===== src/rtl/cntr8_seq.sv =====
// Command sequencer for the 8-bit up/down counter: LOAD/WALK/CLEAR requests become load/inc/dec strobes.
// Define CNTR8_SEQ_CHECK_EN to build the shadow-vs-counter checker that drives err.
module cntr8_seq #(
  parameter int WIDTH = 8
) (
  input  logic             clk,
  input  logic             reset,
  input  logic             req_valid,
  output logic             req_ready,
  input  logic [1:0]       req_op,
  input  logic [WIDTH-1:0] req_target,
  input  logic [WIDTH-1:0] cnt_value,
  output logic             o_load,
  output logic             o_inc,
  output logic             o_dec,
  output logic [WIDTH-1:0] o_d_in,
  output logic             done,
  output logic             busy,
  output logic             err
);

  typedef enum logic [1:0] {S_IDLE, S_LOAD, S_STEP, S_DONE} state_t;

  state_t           r_state;
  logic             r_ready;
  logic [WIDTH-1:0] r_target;
  logic [WIDTH-1:0] r_shadow;

  logic             w_accept;
  logic [WIDTH-1:0] w_tgt;
  logic [WIDTH-1:0] w_load_val;
  logic             w_up;
  logic             w_dn;

  assign req_ready  = r_ready & ~reset;
  assign w_accept   = req_valid & req_ready & (r_state == S_IDLE);
  assign w_load_val = (req_op == 2'b00) ? req_target : '0;
  // Strobes are registered one cycle ahead, so the accepting edge compares against the live target
  assign w_tgt      = (r_state == S_IDLE) ? req_target : r_target;
  assign w_up       = r_shadow < w_tgt;
  assign w_dn       = r_shadow > w_tgt;

  always_ff @(posedge clk) begin
    if (reset) begin
      r_state  <= S_IDLE;
      r_ready  <= 1'b1;
      r_target <= '0;
      r_shadow <= '0;
      o_load   <= 1'b0;
      o_inc    <= 1'b0;
      o_dec    <= 1'b0;
      o_d_in   <= '0;
      done     <= 1'b0;
      busy     <= 1'b0;
    end else begin
      case (r_state)
        S_IDLE: begin
          if (w_accept) begin
            r_ready  <= 1'b0;
            busy     <= 1'b1;
            r_target <= req_target;
            if (req_op == 2'b01) begin
              r_state <= S_STEP;
              o_inc   <= w_up;
              o_dec   <= w_dn;
              if (w_up) r_shadow <= r_shadow + 1'b1;
              else if (w_dn) r_shadow <= r_shadow - 1'b1;
            end else begin
              r_state  <= S_LOAD;
              o_load   <= 1'b1;
              o_d_in   <= w_load_val;
              r_shadow <= w_load_val;
            end
          end
        end
        S_LOAD: begin
          o_load  <= 1'b0;
          o_d_in  <= '0;
          done    <= 1'b1;
          r_state <= S_DONE;
        end
        S_STEP: begin
          o_inc <= w_up;
          o_dec <= w_dn;
          if (w_up) r_shadow <= r_shadow + 1'b1;
          else if (w_dn) r_shadow <= r_shadow - 1'b1;
          // Shadow reached target: spend one strobe-free STEP cycle, then finish
          else if (!(o_inc | o_dec)) begin
            done    <= 1'b1;
            r_state <= S_DONE;
          end
        end
        S_DONE: begin
          done    <= 1'b0;
          busy    <= 1'b0;
          r_ready <= 1'b1;
          r_state <= S_IDLE;
        end
        default: r_state <= S_IDLE;
      endcase
    end
  end

`ifdef CNTR8_SEQ_CHECK_EN
  logic [WIDTH-1:0] r_shadow_d1;

  // Shadow moves with the strobe; the counter follows one edge later
  always_ff @(posedge clk) begin
    if (reset) begin
      r_shadow_d1 <= '0;
      err         <= 1'b0;
    end else begin
      r_shadow_d1 <= r_shadow;
      if (cnt_value != r_shadow_d1) err <= 1'b1;
    end
  end
`else
  logic w_unused_cnt;
  assign w_unused_cnt = ^cnt_value;
  assign err          = 1'b0;
`endif

endmodule

===== config.mk =====
export PLATFORM = sky130hd
export DESIGN_NAME = cntr8_seq
export DESIGN_NICKNAME = d
export VERILOG_FILES = /design/src/rtl/cntr8_seq.sv
export SDC_FILE = /design/constraint.sdc
export NUM_CORES = 1
export LEC_CHECK = 0
export CORE_MARGIN = 1.5
export CORE_UTILIZATION = 25
export CTS_CLUSTER_SIZE = 24
export DETAILED_ROUTE_END_ITERATION = 12
export PLACE_DENSITY = 0.4
export SYNTH_ARGS = -nofsm -noshare
export SYNTH_HDL_FRONTEND = slang
export SYNTH_SLANG_ARGS = --single-unit

===== constraint.sdc =====
create_clock -name clk -period 3.65 [get_ports clk]
set_input_delay 0.365 -clock clk [delete_from_list [all_inputs] [get_ports clk]]
set_output_delay 0.365 -clock clk [all_outputs]
set_load 0.005 [all_outputs]

# After elaboration in Yosys (flattened, before gate mapping)
# Index checks and enable logic that the tools add are counted.
[classes]
n_addsub = 2
eq_ne = 10
n_bitwise = 5
n_lt_le_gt_ge = 2
n_mux = 33
reduce_logical = 13
[op_table]
columns = ["operator", "count"]
rows = [
  ["8-bit 2-to-1 mux", 8],
  ["8-bit case mux with 2 select lines", 2],
  ["1-bit 2-to-1 mux", 11],
  ["2-bit 2-to-1 mux", 5],
  ["2-bit != test (second input constant)", 5],
  ["1-bit case mux with 2 select lines", 5],
  ["8-bit by 1-bit adder with 8-bit output (second input constant)", 1],
  ["8-bit > comparator", 1],
  ["8-bit < comparator", 1],
  ["2-bit case mux with 4 select lines", 1],
  ["4-bit AND reduction", 2],
  ["8-bit by 1-bit subtractor with 8-bit output (second input constant)", 1],
  ["2-bit AND reduction", 3],
  ["3-bit AND reduction", 2],
  ["2-bit nonzero test", 3],
  ["2-bit by 1-bit == test with 1-bit output (second input constant)", 2],
  ["2-bit == test (second input constant)", 2],
  ["2-bit logical NOT", 2],
  ["1-bit bitwise AND", 3],
  ["1-bit case mux with 3 select lines", 1],
  ["3-bit nonzero test", 1],
  ["2-bit by 1-bit != test with 1-bit output (second input constant)", 1],
  ["1-bit NOT", 1],
  ["1-bit bitwise OR", 1],
]
[totals]
inputBits = 21
reg_bits = 32
out_inout_bits = 15
wordCells = 75

# Longest topological paths before layout
# Gate-level depths: netlist of run 1.
[logic_depth]
ltp_word = 8
mapped_depth = 13
mapped_depth_nobuf = 11

# Worst setup path before layout of run 1
# No wires, ideal clock.
[synth_timing]
path_type = "reg-to-reg"
startpoint = "register r_state[0]"
endpoint = "register r_shadow[1]"
t_arrival_ns = 3.019
setup_ns = 0.128
t_required_ns = 3.522
path_stages_with_launch = 14
slack_ns = 0.504
n_path_buf = 2
synth_period_minus_slack_ns = 3.146
cell_sequence = "dfxtp_1 > inv_1 > ha_1 > clkbuf_1 > buf_1 > mux2i_1 > ha_1 > nor2b_4 > o211a_4 > o21ba_2 > o21ai_0 > o21ai_0 > a222oi_1 > nor2_1"
[synth_via]
elab_chain_len = 8
word_cells_on_any_way = 14
classes_between = "order compare (2); eq/ne (2); mux (6); bitwise (1); reduce/logical (3)"
[synth_lines]
columns = ["item", "line_no", "text"]
rows = [
  ["start, declared", "24", "state_t r_state;"],
  ["start signal, assigned", "45", "r_state <= S_IDLE;"],
  ["start signal, assigned", "63", "r_state <= S_STEP;"],
  ["start signal, assigned", "69", "r_state <= S_LOAD;"],
  ["2-bit logical NOT", "36, 39, 56", ""],
  ["8-bit 2-to-1 mux", "39", "assign w_tgt = (r_state == S_IDLE) ? req_target : r_target;"],
  ["8-bit > comparator", "41", "assign w_dn = r_shadow > w_tgt;"],
  ["8-bit 2-to-1 mux", "--", ""],
  ["8-bit 2-to-1 mux", "85", "if (w_up) r_shadow <= r_shadow + 1'b1;"],
  ["8-bit 2-to-1 mux", "62", "if (req_op == 2'b01) begin"],
  ["8-bit 2-to-1 mux", "58", "if (w_accept) begin"],
  ["8-bit case mux with 2 select lines", "56", "case (r_state)"],
  ["end signal, assigned", "66", "if (w_up) r_shadow <= r_shadow + 1'b1;"],
  ["end signal, assigned", "85", ""],
  ["end signal, assigned", "86", "else if (w_dn) r_shadow <= r_shadow - 1'b1;"],
  ["end, declared", "27", "logic [WIDTH-1:0] r_shadow;"],
]
# Parallel ways exist; a longest one is shown, timed or not. The select of a mux whose other input is x is not followed.
# A chain may end at the register's enable or synchronous reset.

# Final worst setup path of run 1
[layout_timing]
startpoint = "register r_state[1]"
endpoint = "register r_state[1]"
[layout_via]
elab_chain_len = 5
word_cells_on_any_way = 14
classes_between = "order compare (2); eq/ne (7); mux (2); bitwise (1); reduce/logical (2)"
[layout_lines]
columns = ["item", "line_no"]
rows = [
  ["2-bit logical NOT", "36, 39, 56"],
  ["8-bit 2-to-1 mux", "39"],
  ["8-bit > comparator or 8-bit < comparator (tied branches)", "41, 40"],
  ["2-bit != test (no line)", "--"],
  ["4-bit AND reduction (no line)", "--"],
]
# Parallel ways exist; a longest one is shown, timed or not.

==> reports/metrics.yaml, run 1 <==
cts:
  cts_resized: 0
  post_cts_hold_buffer_count: 0
  post_cts.repair.setup_buffers: 0
  clock_path_buffers: 2
  clock_sinks: 32
  cts_made_buffers: 5
  clockRootBuffer: "clkbuf_8"
  htree_levels: 2
  cts_tree: "built"
  clock_latency_ps: 290
  cts.reportedPaths.clkPinSlew_ps: 70
place:
  place_ws_ps: 378
  dpl_cell_area_sq_um: 2440
  post-dp-hpwl_um: 4780
  port_buffers: 26
  gp_congestion: 0.858
synthesis:
  synth_top_area_share_pct: 31.8
  synth_flop_cell: "dfxtp_1"
  synth_cell_types: 50
  synth_most_common_cell: "nand2_1"
  synthSimpleGateAreaFrac_pct: 24.5
  avgSynthCellArea_sq_um: 8.09
  synthCells: 249
  synth_top_family_by_area: "compound AO/OA/AOI/OAI gates"
  synth_compound_area_share_pct: 24.6
  yosys-mux-area-fraction_pct: 6.03
  yosys_warnings: 0
  syn_nets: 285
  syn_area_sq_um: 2010
  yosysTopAreaCell: "dfxtp_1"
  synth_area_leaders: "dfxtp_1, ha_1, nand2_1"
  synthAdderAreaFrac_pct: 9.32
  ys_seq_area_share_pct: 31.8
  async_flop_share_pct: 0
  synthXorXnorAreaFrac_pct: 0
  synth_common_cells: "nand2_1, dfxtp_1, nor2_1"
  ys_seq_elements: 32
  synth_edf_count: 0
critical_path:
  cp-start-kind: "register"
  r2r_end: "r_state[1]"
  critPathTopFamily: "simple AND/OR/NAND/NOR gates"
  r2r-start: "r_state[1]"
  crit_type: "reg -> reg"
  slowest_delay_ps: 510
  worstSetupEndpointType: "register"
  worst-path-buf-inv: 1
  endpoint: "r_state[1]"
  cp_slowest_cell: "o31ai_1"
  crit_chain: "inv_1, ha_1, mux2_2, ha_1, nand4_1, nor2_1, o31ai_1, o31ai_1, nand2_1, nor3b_1, a211oi_1"
  cp_num_cells: 11
  r2r_cells: 11
  cp.required_ps: 3810
  crit_start: "r_state[1]"
  cp.arrival_ps: 3460
  regToRegSetupSlack_ps: 350
  cp_max_fo: 7
grt:
  grt_pass1_wl_um: 10500
  grt_usage_pct: 15.9
  grt_pass1_vias: 1939
  overflow: 0
  grt_max_degree: 36
  antenna_found_initial: 0
timing:
  setup_ws_ps: 350
  period_share_pct: 90.4
  worst_pin_slew_ps: 832
  slew_viol_final: 0
  fin_setup_tns_ps: 0
  fin_worst_skew_ps: 6.30
  hold_violations: 0
  fmax_mhz: 303
  period_minus_slack_ps: 3300
  max-slew-margin-rel_pct: 43.0
  rsz0062_at_grt: "false"
  setup_violations: 0
floorplan:
  std_cell_rows: 32
  start_util_pct: 25.9
  die_height_um: 92.7
  die_w_um: 92.7
  dieArea_sq_um: 8600
  io_pins: 36
  coreArea_sq_um: 7770
final_layout:
  final_cell_area_sq_um: 2550
  post-route-util_pct: 32.8
  nets: 319
  layout-drive-gt1-share_pct: 10.2
  antenna_cells: 0
  areaGrowthSynthToFinish_pct: 26.5
route:
  drt-initial-drc-count: 90
  vias: 1930
  wl_per_cell_um: 16.5
  ant_nets: 0
  totalWireLength_um: 6350
  via_per_inst: 5.00
  drc: 0
  first_pass_iters: 4
power:
  power.density_nw_per_um2: 588
  leakage_nw: 0.994
  peakVddDrop_v: 0.000181
flow_run:
  maxCapViolCount: 0
run_status:
  status: "finished clean"
hold_path:
  holdCritPathClass: "reg -> reg"
[flip-flops by register name (all words and copies together) (netlist names)]
name,count
r_shadow,8
busy,1
o_load,1
done,1
o_dec,1
o_d_in,8
o_inc,1
r_ready,1
r_state,2
r_target,8
[cells in the final DEF (no fill, tap or decap), types with 5 or more instances in the layout]
| cell | netlist | layout |
|---|---|---|
| a21oi_1 | 22 | 22 |
| nand3_1 | 8 | 8 |
| nand2_1 | 36 | 36 |
| a22oi_1 | 9 | 9 |
| o21ai_0 | 9 | 9 |
| clkbuf_8 | 0 | 5 |
| mux2i_1 | 11 | 11 |
| inv_1 | 8 | 8 |
| clkdlybuf4s50_1 | 0 | 26 |
| nor2_1 | 27 | 27 |
| and3_1 | 6 | 6 |
| ha_1 | 15 | 15 |
| dfxtp_1 | 32 | 32 |
| buf_4 | 1 | 10 |
[power breakdown]
group | total, W | switching (W) | internal, W
combinational | 0.000687 | 0.000389 | 0.000298
sequential | 0.000460 | 0.0000561 | 0.000404
clock | 0.000352 | 0.000149 | 0.000202
[routing by layer]
layer / track usage, % / vias to the layer above / part of all wire, %
li1: - / 977 / -
met1: 22.0 / 903 / 50
met2: 24.9 / 41 / 46
met3: 2.96 / 9 / 3.1
met4: 4.55 / 0 / 1.4
met5: 0 / - / 0
[worst min-delay path by stage]
| stage | startpoint | end | cells after the start |
|---|---|---|---|
| global route | r_target[1] | r_target[1] | 2 |
| finish | r_target[1] | r_target[1] | 2 |
| floorplan | r_target[0] | r_target[0] | 2 |
| global placement | r_target[6] | r_target[6] | 2 |
| detailed placement | r_target[3] | r_target[3] | 2 |
| CTS | r_target[3] | r_target[3] | 2 |
[through the flow]
stage | instances | hold slack [ps] | total power [W]
detailed placement | 378 | 448 | 0.00115
global placement | 378 | 443 | 0.00116
global route | 386 | 472 | 0.00162
CTS | 386 | 459 | 0.00151
floorplan | 249 | 434 | 0.000931
finish | 386 | 455 | 0.00150
[kinds of logic after synthesis]
| family | Yosys count |
|---|---|
| AND/OR/NAND/NOR | 102 |
| AO/OA/AOI/OAI | 70 |
| flip-flops | 32 |
| buffers and inverters | 17 |
| adder cells (fa/ha/maj) | 15 |
| multiplexers | 12 |
| other | 1 |
[area by class of cell]
type	instances	area (sq um)
timing repair buffer	36	335
fill	853	5220
multi-input combinational	200	1300
sequential	32	641
clock inverter	3	42.5
tap	102	128
clock buffer	5	68.8
inverter	8	30.0
[worst register-to-register path: cells and delay by family, from the launching register on]
kind	cells	cell delay (ps)
buffers and inverters	1	120
muxes	1	400
adders and majority gates	2	720
and+or+nand+nor	4	830
DFF	1	330
AOI/OAI and AO/OA	3	780
Power figures use the tool's default switching activity.
==> inputs of run 2 (changes only) <==
--- a/config.mk
+++ b/config.mk
@@ -5,7 +5,7 @@
 export SDC_FILE = /design/constraint.sdc
 export NUM_CORES = 1
 export LEC_CHECK = 0
-export CORE_MARGIN = 1.5
+export CORE_MARGIN = 2
 export CORE_UTILIZATION = 25
 export CTS_CLUSTER_SIZE = 24
 export DETAILED_ROUTE_END_ITERATION = 12
==> run 2 against run 1 <==
Compared with the run above: worst setup slack improved by 41 ps; clock skew about the same; die area is 2.2% higher; total power is 2.6% higher; via count increased by 1.1%; sequential share of layout area is 0.22 points lower; combinational power grew 0.7%; design area increased by 0.88%; sequential power barely moved.
==> reports/metrics.yaml, run 2 (synthesized netlist as in run 1, its figures left out) <==
final_layout:
  areaGrowthSynthToFinish_pct: 27.7
  final_cell_mix: "nand2_1, dfxtp_1, nor2_1"
  layout-drive-gt1-share_pct: 10.5  # +0.32 points
  reg_top3: "o_d_in x8, r_shadow x8, r_target x8"
  antenna_cells: 0  # unchanged
  post-route-util_pct: 33.1  # +0.29 points
  layout_commonest_cell: "nand2_1"
  nets: 320  # +0.31%
timing:
  hold_violations: 0  # unchanged
  fin_setup_tns_ps: 0  # unchanged
  hold_ws_ps: 456  # +1.57 ps
  max-slew-margin-rel_pct: 42.2  # -0.81 points
  slew_viol_final: 0  # unchanged
  setup_violations: 0  # unchanged
  period_share_pct: 89.3  # -1.1 points
  worst_pin_slew_ps: 844  # +11.8 ps
  fin_worst_skew_ps: 5.87  # -0.430 ps
  period_minus_slack_ps: 3260  # -41.2 ps
  fmax_mhz: 307  # +1.3%
  rsz0062_at_grt: "false"
route:
  drt-initial-drc-count: 93  # +3.3%
  via_per_inst: 5.04  # +0.88%
  first_pass_iters: 5  # +1
  ant_nets: 0  # unchanged
  totalWireLength_um: 6410  # +0.94%
  vias: 1952  # +1.1%
  drc: 0  # unchanged
  wl_per_cell_um: 16.6  # +0.68%
critical_path:
  cp.required_ps: 3820  # about the same
  critPathTopFamily: "simple AND/OR/NAND/NOR gates"
  cp_max_fo: 6  # -1
  worstSetupEndpointType: "register"
  worst-path-buf-inv: 1  # unchanged
  crit_type: "reg -> reg"
  cp.arrival_ps: 3430  # -30 ps
  cp_slowest_cell: "o31ai_1"
  cp-start-kind: "register"
  crit_chain: "inv_1, ha_1, mux2_2, ha_1, nand4_1, nor2_1, o31ai_1, o31ai_1, nand2_1, nor3b_1, a211oi_1"
  slowest_delay_ps: 510  # about the same
cts:
  clock_sinks: 32  # unchanged
  post_cts_hold_buffer_count: 0  # unchanged
  cts_resized: 0  # unchanged
  htree_levels: 2  # unchanged
  post_cts.repair.setup_buffers: 0  # unchanged
  clock_path_buffers: 2  # unchanged
  cts.reportedPaths.clkPinSlew_ps: 70  # about the same
  cts_tree: "built"
  cts_made_buffers: 5  # unchanged
  clock_latency_ps: 290  # about the same
  clockRootBuffer: "clkbuf_8"
power:
  power.density_nw_per_um2: 598  # +1.7%
  leakage_nw: 1.01  # +1.5%
  power.total_w: 0.00154  # +2.6%
  peakVddDrop_v: 0.000184  # +2.2%
flow_run:
  maxCapViolCount: 0  # unchanged
hold_path:
  holdCritPathClass: "reg -> reg"
grt:
  grt_usage_pct: 15.6  # -0.27 points
  overflow: 0  # unchanged
  antenna_found_initial: 0  # unchanged
  grt_max_degree: 20  # -44%
  grt_pass1_wl_um: 10400  # -0.46%
  grt_pass1_vias: 1912  # -1.4%
floorplan:
  dieArea_sq_um: 8790  # +2.2%
  io_pins: 36  # unchanged
  die_w_um: 93.7  # +1.1%
  coreArea_sq_um: 7770  # unchanged
  start_util_pct: 25.9  # unchanged
  std_cell_rows: 32  # unchanged
  die_height_um: 93.7  # +1.1%
place:
  post-dp-hpwl_um: 4890  # +2.3%
  port_buffers: 26  # unchanged
  gp_congestion: 0.854  # -0.55%
run_status:
  status: "finished clean"
==> run 2: cell types whose count changed in the layout (fill, tap and decap cells not counted) <==
cell and change:
clkbuf_8 +2, clkinvlp_4 -1, buf_4 +1, clkinv_2 -1
==> run 2: stage by stage <==
| step | cell area, sq um | worst slack, ps | cells |
|---|---|---|---|
| 2_1_floorplan | 2010 | 504 | 249 |
| 3_3_place_gp | 2440 | 412 | 379 |
| 3_5_place_dp | 2440 | 416 | 379 |
| 4_1_cts | 2570 | 391 | 387 |
| 5_1_grt | 2570 | 53.4 | 387 |
| 6_report | 2570 | 391 | 387 |
==> run 2: final timing paths <==
| check | cells past startpoint | startpoint | slack [ps] | end |
|---|---|---|---|---|
| worst max-delay path | 11 | r_state[1] | 390 | r_state[1] |
| worst min-delay path | 2 | r_target[4] | 460 | r_target[4] |
| worst max register to register | 11 | r_state[1] | 390 | r_state[1] |
| worst min register to register | 2 | r_target[4] | 460 | r_target[4] |
==> run 2: layout make-up <==
type                            instances  area [sq um]
Clock inverter                          1          30.0
Timing Repair Buffer                   37           343
Inverter                                8          30.0
Tap cell                              102           128
Clock buffer                            7          96.3
Fill cell                             848          5200
Sequential cell                        32           641
Multi-Input combinational cell        200          1300
==> run 2: worst register-to-register path: stages, from the launching register on <==
cell and delay [ps]:
dfxtp_1 340, inv_1 120, ha_1 420, mux2_2 390, ha_1 270, nand4_1 170
nor2_1 250, o31ai_1 210, o31ai_1 510, nand2_1 170, nor3b_1 220, a211oi_1 70
==> run 2: power breakdown <==
| group | internal [W] | total (W) | leakage (nW) | switching (W) |
|---|---|---|---|---|
| sequential | 0.000404 | 0.000461 | 0.260 | 0.0000562 |
| combinational | 0.000299 | 0.000692 | 0.684 | 0.000392 |
| clock | 0.000241 | 0.000385 | 0.0645 | 0.000144 |
| total | 0.000945 | 0.00154 | 1.01 | 0.000593 |
==> run 2: layer usage <==
| metal | GRT usage, % | part of all wire [%] | vias up |
|---|---|---|---|
| met5 | 0 | 0 | - |
| met4 | 4.23 | 0.78 | 0 |
| met3 | 2.89 | 4.0 | 4 |
| met2 | 23.8 | 45 | 48 |
| met1 | 22.5 | 50 | 922 |
| li1 | - | - | 978 |
